**src/rtl/order_book_v1.sv**
```systemverilog
// Bid-side limit order book: keeps the DEPTH best price levels sorted highest-first.
// Latency: an accepted update is visible on the outputs one cycle after presentation.
// Backpressure: none; every valid update is consumed on the edge it is presented.
module order_book_v1 #(
    parameter int DEPTH = 10,
    parameter int PW    = 32,
    parameter int QW    = 32
) (
    input  logic                         clk,
    input  logic                         rst,
    input  logic [PW+QW-1:0]             slave_tdata,
    input  logic                         slave_tvalid,
    output logic [DEPTH-1:0][PW-1:0]     bidprices_out,
    output logic [DEPTH-1:0][QW-1:0]     bidquantities_out
);

    logic [PW-1:0]               upd_price;
    logic [QW-1:0]               upd_qty;

    logic [DEPTH-1:0][PW-1:0]    price_q;
    logic [DEPTH-1:0][PW-1:0]    price_d;
    logic [DEPTH-1:0][QW-1:0]    qty_q;
    logic [DEPTH-1:0][QW-1:0]    qty_d;

    // Neighbour views of the book: *_up[i] is level i+1, *_dn[i] is level i-1,
    // with zero (an empty level) shifted in at the ends.
    logic [DEPTH-1:0][PW-1:0]    price_up;
    logic [DEPTH-1:0][PW-1:0]    price_dn;
    logic [DEPTH-1:0][QW-1:0]    qty_up;
    logic [DEPTH-1:0][QW-1:0]    qty_dn;

    logic [DEPTH-1:0]            lvl_vld;
    logic [DEPTH-1:0]            eq_vec;
    logic [DEPTH-1:0]            gt_vec;
    logic [DEPTH-1:0]            gt_prev;
    logic                        hit;
    logic                        past_hit;
    logic [QW:0]                 qty_sum;

    assign upd_price = slave_tdata[PW+QW-1:QW];
    assign upd_qty   = slave_tdata[QW-1:0];

    assign price_up  = {PW'(0), price_q[DEPTH-1:1]};
    assign qty_up    = {QW'(0), qty_q[DEPTH-1:1]};
    assign price_dn  = {price_q[DEPTH-2:0], PW'(0)};
    assign qty_dn    = {qty_q[DEPTH-2:0], QW'(0)};

    // Per-level compare vectors; empty levels (price 0) lose every greater-than test,
    // so the greater-than vector is a thermometer whose first set bit is the insert slot.
    always_comb begin
        for (int i = 0; i < DEPTH; i++) begin
            lvl_vld[i] = (price_q[i] != '0);
            eq_vec[i]  = lvl_vld[i] && (price_q[i] == upd_price);
            gt_vec[i]  = (upd_price > price_q[i]);
        end
        gt_prev = {gt_vec[DEPTH-2:0], 1'b0};
        hit     = |eq_vec;
    end

    // Single-cycle book update: aggregate, delete-and-close-gap, or insert-and-shift.
    always_comb begin
        price_d  = price_q;
        qty_d    = qty_q;
        past_hit = 1'b0;
        qty_sum  = '0;
        if (slave_tvalid && (upd_price != '0)) begin
            if (hit) begin
                if (upd_qty != '0) begin
                    for (int i = 0; i < DEPTH; i++) begin
                        if (eq_vec[i]) begin
                            qty_sum  = {1'b0, qty_q[i]} + {1'b0, upd_qty};
                            qty_d[i] = qty_sum[QW] ? {QW{1'b1}} : qty_sum[QW-1:0];
                        end
                    end
                end else begin
                    for (int i = 0; i < DEPTH; i++) begin
                        past_hit = past_hit | eq_vec[i];
                        if (past_hit) begin
                            price_d[i] = price_up[i];
                            qty_d[i]   = qty_up[i];
                        end
                    end
                end
            end else if (upd_qty != '0) begin
                // A fully-populated book with a price below every level has no set
                // bit in gt_vec, so nothing changes.
                for (int i = 0; i < DEPTH; i++) begin
                    if (gt_vec[i] && !gt_prev[i]) begin
                        price_d[i] = upd_price;
                        qty_d[i]   = upd_qty;
                    end else if (gt_vec[i]) begin
                        price_d[i] = price_dn[i];
                        qty_d[i]   = qty_dn[i];
                    end
                end
            end
        end
    end

    // Book registers; reset empties every level immediately.
    always_ff @(posedge clk or negedge rst) begin
        if (!rst) begin
            price_q <= '0;
            qty_q   <= '0;
        end else begin
            price_q <= price_d;
            qty_q   <= qty_d;
        end
    end

    assign bidprices_out     = price_q;
    assign bidquantities_out = qty_q;

endmodule

```
**config.mk**
```make
export PLATFORM = sky130hd
export DESIGN_NAME = order_book_v1
export DESIGN_NICKNAME = d
export VERILOG_FILES = /design/src/rtl/order_book_v1.sv
export SDC_FILE = /design/constraint.sdc
export NUM_CORES = 2
export LEC_CHECK = 0
export CAP_MARGIN = 20
export CORE_MARGIN = 1
export CORE_UTILIZATION = 30
export CTS_BUF_LIST = sky130_fd_sc_hd__clkbuf_8
export CTS_CLUSTER_DIAMETER = 120
export CTS_CLUSTER_SIZE = 20
export DETAILED_ROUTE_END_ITERATION = 8
export HOLD_SLACK_MARGIN = 0.12
export PLACE_DENSITY_LB_ADDON = 0.12
export SETUP_SLACK_MARGIN = 0.02
export SLEW_MARGIN = 25
export SYNTH_ARGS = -nofsm -noshare
export SYNTH_HDL_FRONTEND = slang
export SYNTH_SLANG_ARGS = --single-unit
```
**constraint.sdc**
```tcl
create_clock -name clk -period 6.3 [get_ports clk]
set_input_delay 1.26 -clock clk [delete_from_list [all_inputs] [get_ports clk]]
set_output_delay 1.26 -clock clk [all_outputs]
set_load 0.05 [all_outputs]
```
* Yosys cells after proc, flatten, opt, wreduce, memory -nomap -nowiden
Cells that the tools add are included.
** Word-level totals
- Flip-flop bits (word level) :: 640
- Input port bits :: 67
** Operators by class
- Add/subtract/negate cells :: 10
- Magnitude comparators :: 10
- Eq/ne operators :: 21
- Multiplexer cells :: 83
- Bitwise gates (word level) :: 9
- Reduce and logical (&&, ||, !) cells :: 83
** Operators by type and width (number)
- 32-bit 2-to-1 mux :: 77
- 320-bit 2-to-1 mux :: 6
- 32-bit nonzero test :: 12
- 32-bit by 32-bit adder with 33-bit output :: 10
- 32-bit equality test :: 10
- 32-bit > comparator :: 10
- 5-bit AND reduction :: 19
- 3-bit inequality test, second input constant :: 9
- 3-bit nonzero test :: 9
- 2-bit nonzero test :: 12
- 1-bit logical AND :: 20
- 10-bit OR reduction :: 1
- 1-bit logical NOT :: 9
- 1-bit OR :: 9
- 2-bit inequality test, second input constant :: 2
- 4-bit AND reduction :: 1

* Depth between registers and ports, before layout
- Word-level depth :: 14
- Gate-level depth with buffers :: 23
- Gate-level depth less buffers :: 17

* Worst setup path before layout
Ideal clock, no wire load.
- Kind :: input port to flip-flop
- Start point :: input slave_tdata[32]
- End point :: register qty_q (netlist bit bidquantities_out[264])
- Setup time :: 0.125 ns
- Arrival :: 5.343 ns
- Data required time :: 6.175 ns
- Slack :: 0.832 ns
- Stages on the path :: 22
- Buffers on the path :: 7
- Cell sequence :: clkbuf_1 inv_1 ha_1 nand4_1 nor4_1 o211ai_1 and3_1 o221ai_1 or2_2 buf_2 inv_2 buf_2 buf_2 ha_1 or2_2 buf_1 a21oi_1 a21bo_2 buf_2 inv_2 buf_4 mux2_2
** On the way
- Word-level cells in the longest chain between the ends :: 12
- Elaborated cells between the ends (all ways) :: 43
- Those cells by class :: order compare (2); eq/ne (11); mux (3); bitwise (8); reduce/logical (19)
** RTL lines
- start: declaration :: line 11 : input logic [PW+QW-1:0] slave_tdata,
- 32-bit equality test :: line 53 : eq_vec[i] = lvl_vld[i] && (price_q[i] == upd_price);
- 1-bit logical AND :: line 53
- 1-bit OR (8 in a row) :: line 77 : past_hit = past_hit | eq_vec[i];
- 2-bit nonzero test (no line)
- 5-bit AND reduction (no line)
- end signal: assignment :: line 107 : qty_q <= qty_d;
- end: declaration :: line 22 : logic [DEPTH-1:0][QW-1:0] qty_q;
Parallel ways exist; a longest one is shown, timed or not. The select of a mux whose other input is x is not followed.
A chain may end at the register's enable or synchronous reset.

* Final worst setup path
- Start point :: input slave_tdata[38]
- End point :: register qty_q (netlist bit bidquantities_out[183])
** On the way
- Word-level cells in the longest chain between the ends :: 9
- Elaborated cells between the ends (all ways) :: 40
- Those cells by class :: order compare (2); eq/ne (11); mux (3); bitwise (5); reduce/logical (19)
** RTL lines
- parallel branches: the longest is 9 deep, another holds 32-bit > comparator
Several ways; the timed one is not identified. The select of a mux whose other input is x is not followed.

==> results.sh <==
export IMPL_status="completed"
export IMPL_ys_async_sr_fraction_pct=100
export IMPL_grt_pass1_vias=60900
export IMPL_clockBufferDepth=3
export IMPL_min_period_over_period_pct=84.6
export IMPL_synth_edf_count=0
export IMPL_setup_viol=0
export IMPL_antenna_found_initial=3
export IMPL_post_cts_resized=0
export IMPL_relSlewSlack_pct=32.1
export IMPL_numCtsBuffers=43
export IMPL_p_sw_share_pct=57.6
export IMPL_slowest_stage="clkdlybuf4s50_1"
export IMPL_clock_skew_ps=58.6
export IMPL_synth_fp_nets=8457
export IMPL_finalHoldViolCount=0
export IMPL_cts_tree="yes"
export IMPL_final_util_pct=36.2
export IMPL_ir_drop_mv=0.351
export IMPL_rsz0062_at_grt="no"
export IMPL_cp_top_family="buffers and inverters"
export IMPL_yosys_register_bits=640
export IMPL_port_buffers=706
export IMPL_p_per_area_mw_per_mm2=602
export IMPL_synth_top_area_share_pct=25.7
export IMPL_die_w_um=457
export IMPL_fmax_mhz=188
export IMPL_p_seq_share_pct=23.6
export IMPL_clkTransAtPathRegs_ps=140
export IMPL_fp_dieH_um=457
export IMPL_place_area_mm2=0.0734
export IMPL_p_int_w=0.0190
export IMPL_drt_pass1_iterations=8
export IMPL_wl_um=287000
export IMPL_routabilityCongestion=0.918
export IMPL_grt_use_total_pct=26.6
export IMPL_vias=61500
export IMPL_hold_class="in2async"
export IMPL_cts_sinks=640
export IMPL_wire_per_inst_um=26.2
export IMPL_worstSetupEndpointType="flip-flop"
export IMPL_final_layout_size_suffix_gt1_share_pct=7.24
export IMPL_path_buf_inv=5
export IMPL_start_util_pct=30.3
export IMPL_worstSetupStartpoint="slave_tdata[38]"
export IMPL_drc=0
export IMPL_critPathLaunchType="input pin"
export IMPL_dp_hpwl_um=222000
export IMPL_drt_iter0_markers=4704
export IMPL_critPathKind="in2reg"
export IMPL_arrival_ps=6020
export IMPL_slew_viol_final=0
export IMPL_hold_buffers=0
export IMPL_core_mm2=0.205
export IMPL_synth_ff_type="dfrtp_1"
export IMPL_r2r_start="bidprices_out[188]$_DFFE_PN0P_"
export IMPL_clockPowerShare_pct=6.3
export IMPL_insertion_delay_ps=840
export IMPL_area_growth_syn_to_layout_pct=19.7
export IMPL_grt_pass1_wl_um=421000
export IMPL_cp_slowest_stage_delay_ps=690
export IMPL_critPathRequiredTime_ps=6990
export IMPL_cp_max_fo=58
export IMPL_fp_row_count=166
export IMPL_yosysWarnings=0
export IMPL_finalCriticalPeriod_ps=5330
export IMPL_grt_max_degree=170
export IMPL_avgSynthCellArea_um2=8.04
export IMPL_clockRootBuffer="clkbuf_8"
export IMPL_design_area_mm2=0.0744
export IMPL_ys_types=90
export IMPL_synth_area_leaders="dfrtp_1 (26%), ha_1 (13%), mux2i_1 (7.3%)"
export IMPL_netSwitchingPower_w=0.0258
export IMPL_vias_per_cell=5.61
export IMPL_cap_violations=0
export IMPL_dieArea_mm2=0.209
export IMPL_combPwrFrac_pct=70.1
export IMPL_ys_seq_area_share_pct=25.7
export IMPL_cts_htree_levels=2
export IMPL_netlist_instances=7739
export IMPL_yosysTopAreaCell="dfrtp_1"
export IMPL_crit_chain="clkdlybuf4s50_1, buf_4, ha_1, nand4_1, nor3_1, o2111ai_2, o21ai_0, nand4b_1, or2_4, inv_4, ha_1, or2_2, buf_4, a311oi_4, buf_12, mux2i_1, o31ai_1"
export IMPL_netlist_area_mm2=0.0622
export IMPL_overflow=0
export IMPL_hold_ws_ps=407
export IMPL_power_leakage_nw=33.1
export IMPL_ios=707
export IMPL_tightest_slew_ps=1020
export IMPL_antenna_left=0
export IMPL_post_cts_setup_buffers=0
export IMPL_fin_nets=8966
==> final timing paths <==
check | to | slack [ps] | cells past startpoint
worst max-delay path | bidquantities_out[183]$_DFFE_PN0P_ | 970 | 17
worst min-delay path | bidprices_out[267]$_DFFE_PN0P_ | 410 | 1
worst max register to register | bidquantities_out[85]$_DFFE_PN0P_ | 1550 | 11
worst min register to register | bidquantities_out[30]$_DFFE_PN0P_ | 580 | 2
max in group asynchronous | bidquantities_out[5]$_DFFE_PN0P_ | 4330 | 2
min in group clk | bidquantities_out[30]$_DFFE_PN0P_ | 580 | 2
==> sequential cells by signal, indices dropped and copies added (netlist names) <==
name,count
bidprices_out,320
bidquantities_out,320
==> power groups by stage <==
stage          clock, W  combinational [W]  sequential, W
3_3_place_gp          0             0.0310         0.0107
5_1_grt         0.00303             0.0342         0.0107
2_1_floorplan         0             0.0160         0.0146
6_report        0.00282             0.0314         0.0106
4_1_cts         0.00293             0.0314         0.0106
3_5_place_dp          0             0.0313         0.0107
==> per-stage QoR <==
stage                     setup WS, ps  cells  TNS [ps]  total power [W]
after floorplan                    832   7739         0           0.0306
after global placement            9.90  10900         0           0.0417
after detailed placement         -37.3  10900     -71.0           0.0420
after CTS                          878  11000         0           0.0449
after global routing               822  11000         0           0.0480
final                              968  11000         0           0.0448
==> cell usage after synthesis (13+ instances only) <==
library cell    n
o2111ai_1      14
inv_1         403
a211o_1        22
mux2_2        205
a31oi_1       115
a21boi_0       16
a211oi_1       46
nand2b_1       52
dfrtp_1       640
and3_1         30
clkbuf_1      353
o31ai_1        90
nand4_1       131
a22oi_1        17
o21ai_0       646
o211ai_1       30
buf_1          18
mux2i_1       456
mux2_1         13
nor3_1         73
xor2_1         89
o21ai_1        24
a21o_1        289
nor2b_1        55
o21bai_1       47
xnor2_1       172
a21oi_1       777
nor4_1        121
nor2_1        734
o221ai_1      200
o22ai_1        20
or2_2          20
o21a_1         61
and2_1         25
nand3_1        65
and4_1         13
nand2_1       724
ha_1          641
buf_2         102
==> cell families (layout without fill, tap and decap cells) <==
family / Yosys count / in the layout / share of synthesized area (%)
AO/OA/AOI/OAI: 2540 / 2540 / 25.4
XOR/XNOR: 261 / 261 / 3.67
adder cells (fa/ha/maj): 651 / 651 / 13.2
buffers and inverters: 887 / 1421 / 5.62
flip-flops: 640 / 640 / 25.7
multiplexers: 674 / 674 / 11.3
other: 0 / 1 / 0
AND/OR/NAND/NOR: 2086 / 2086 / 15.0
==> metal layers <==
metal  vias to the layer above  global-route usage [%]  share of wire (%)
li1                      29300                       -                  -
met1                     30200                    32.3                 41
met2                      1613                    47.1                 50
met3                       366                    3.72                4.8
met4                         4                    10.3                4.2
met5                         -                       0             0.0070
==> cell type report <==
type | instances | area (um2)
diodes | 1 | 2.50
clock buffers | 47 | 647
clock inverters | 23 | 337
fillers | 21400 | 131000
inverters | 406 | 1530
multi-input cells | 6212 | 42900
flip-flops and latches | 640 | 16000
well taps | 2688 | 3360
repair buffers | 945 | 9600
==> worst register-to-register path, stage by stage (launching register included) <==
cell and delay, ps:
dfrtp_1 570, nor4_1 580, nand4_1 240, o2111ai_1 370
and3_1 220, o221ai_1 310, or2_4 420, inv_4 70
buf_4 750, buf_4 780, a21oi_1 170, o21ai_0 190
==> placed cells by master (no fill, tap or decap), types with 61 or more instances in the layout <==
| cell type | n |
|---|---|
| a21oi_1 | 777 |
| nor2_1 | 731 |
| nand2_1 | 719 |
| clkdlybuf4s50_1 | 705 |
| o21ai_0 | 646 |
| ha_1 | 641 |
| dfrtp_1 | 640 |
| mux2i_1 | 456 |
| inv_1 | 405 |
| a21o_1 | 289 |
| mux2_2 | 205 |
| o221ai_1 | 200 |
| buf_4 | 180 |
| xnor2_1 | 172 |
| nand4_1 | 131 |
| nor4_1 | 121 |
| a31oi_1 | 113 |
| o31ai_1 | 90 |
| xor2_1 | 89 |
| nor3_1 | 72 |
| nand3_1 | 64 |
| o21a_1 | 61 |
(Power assumes the default switching activity.)
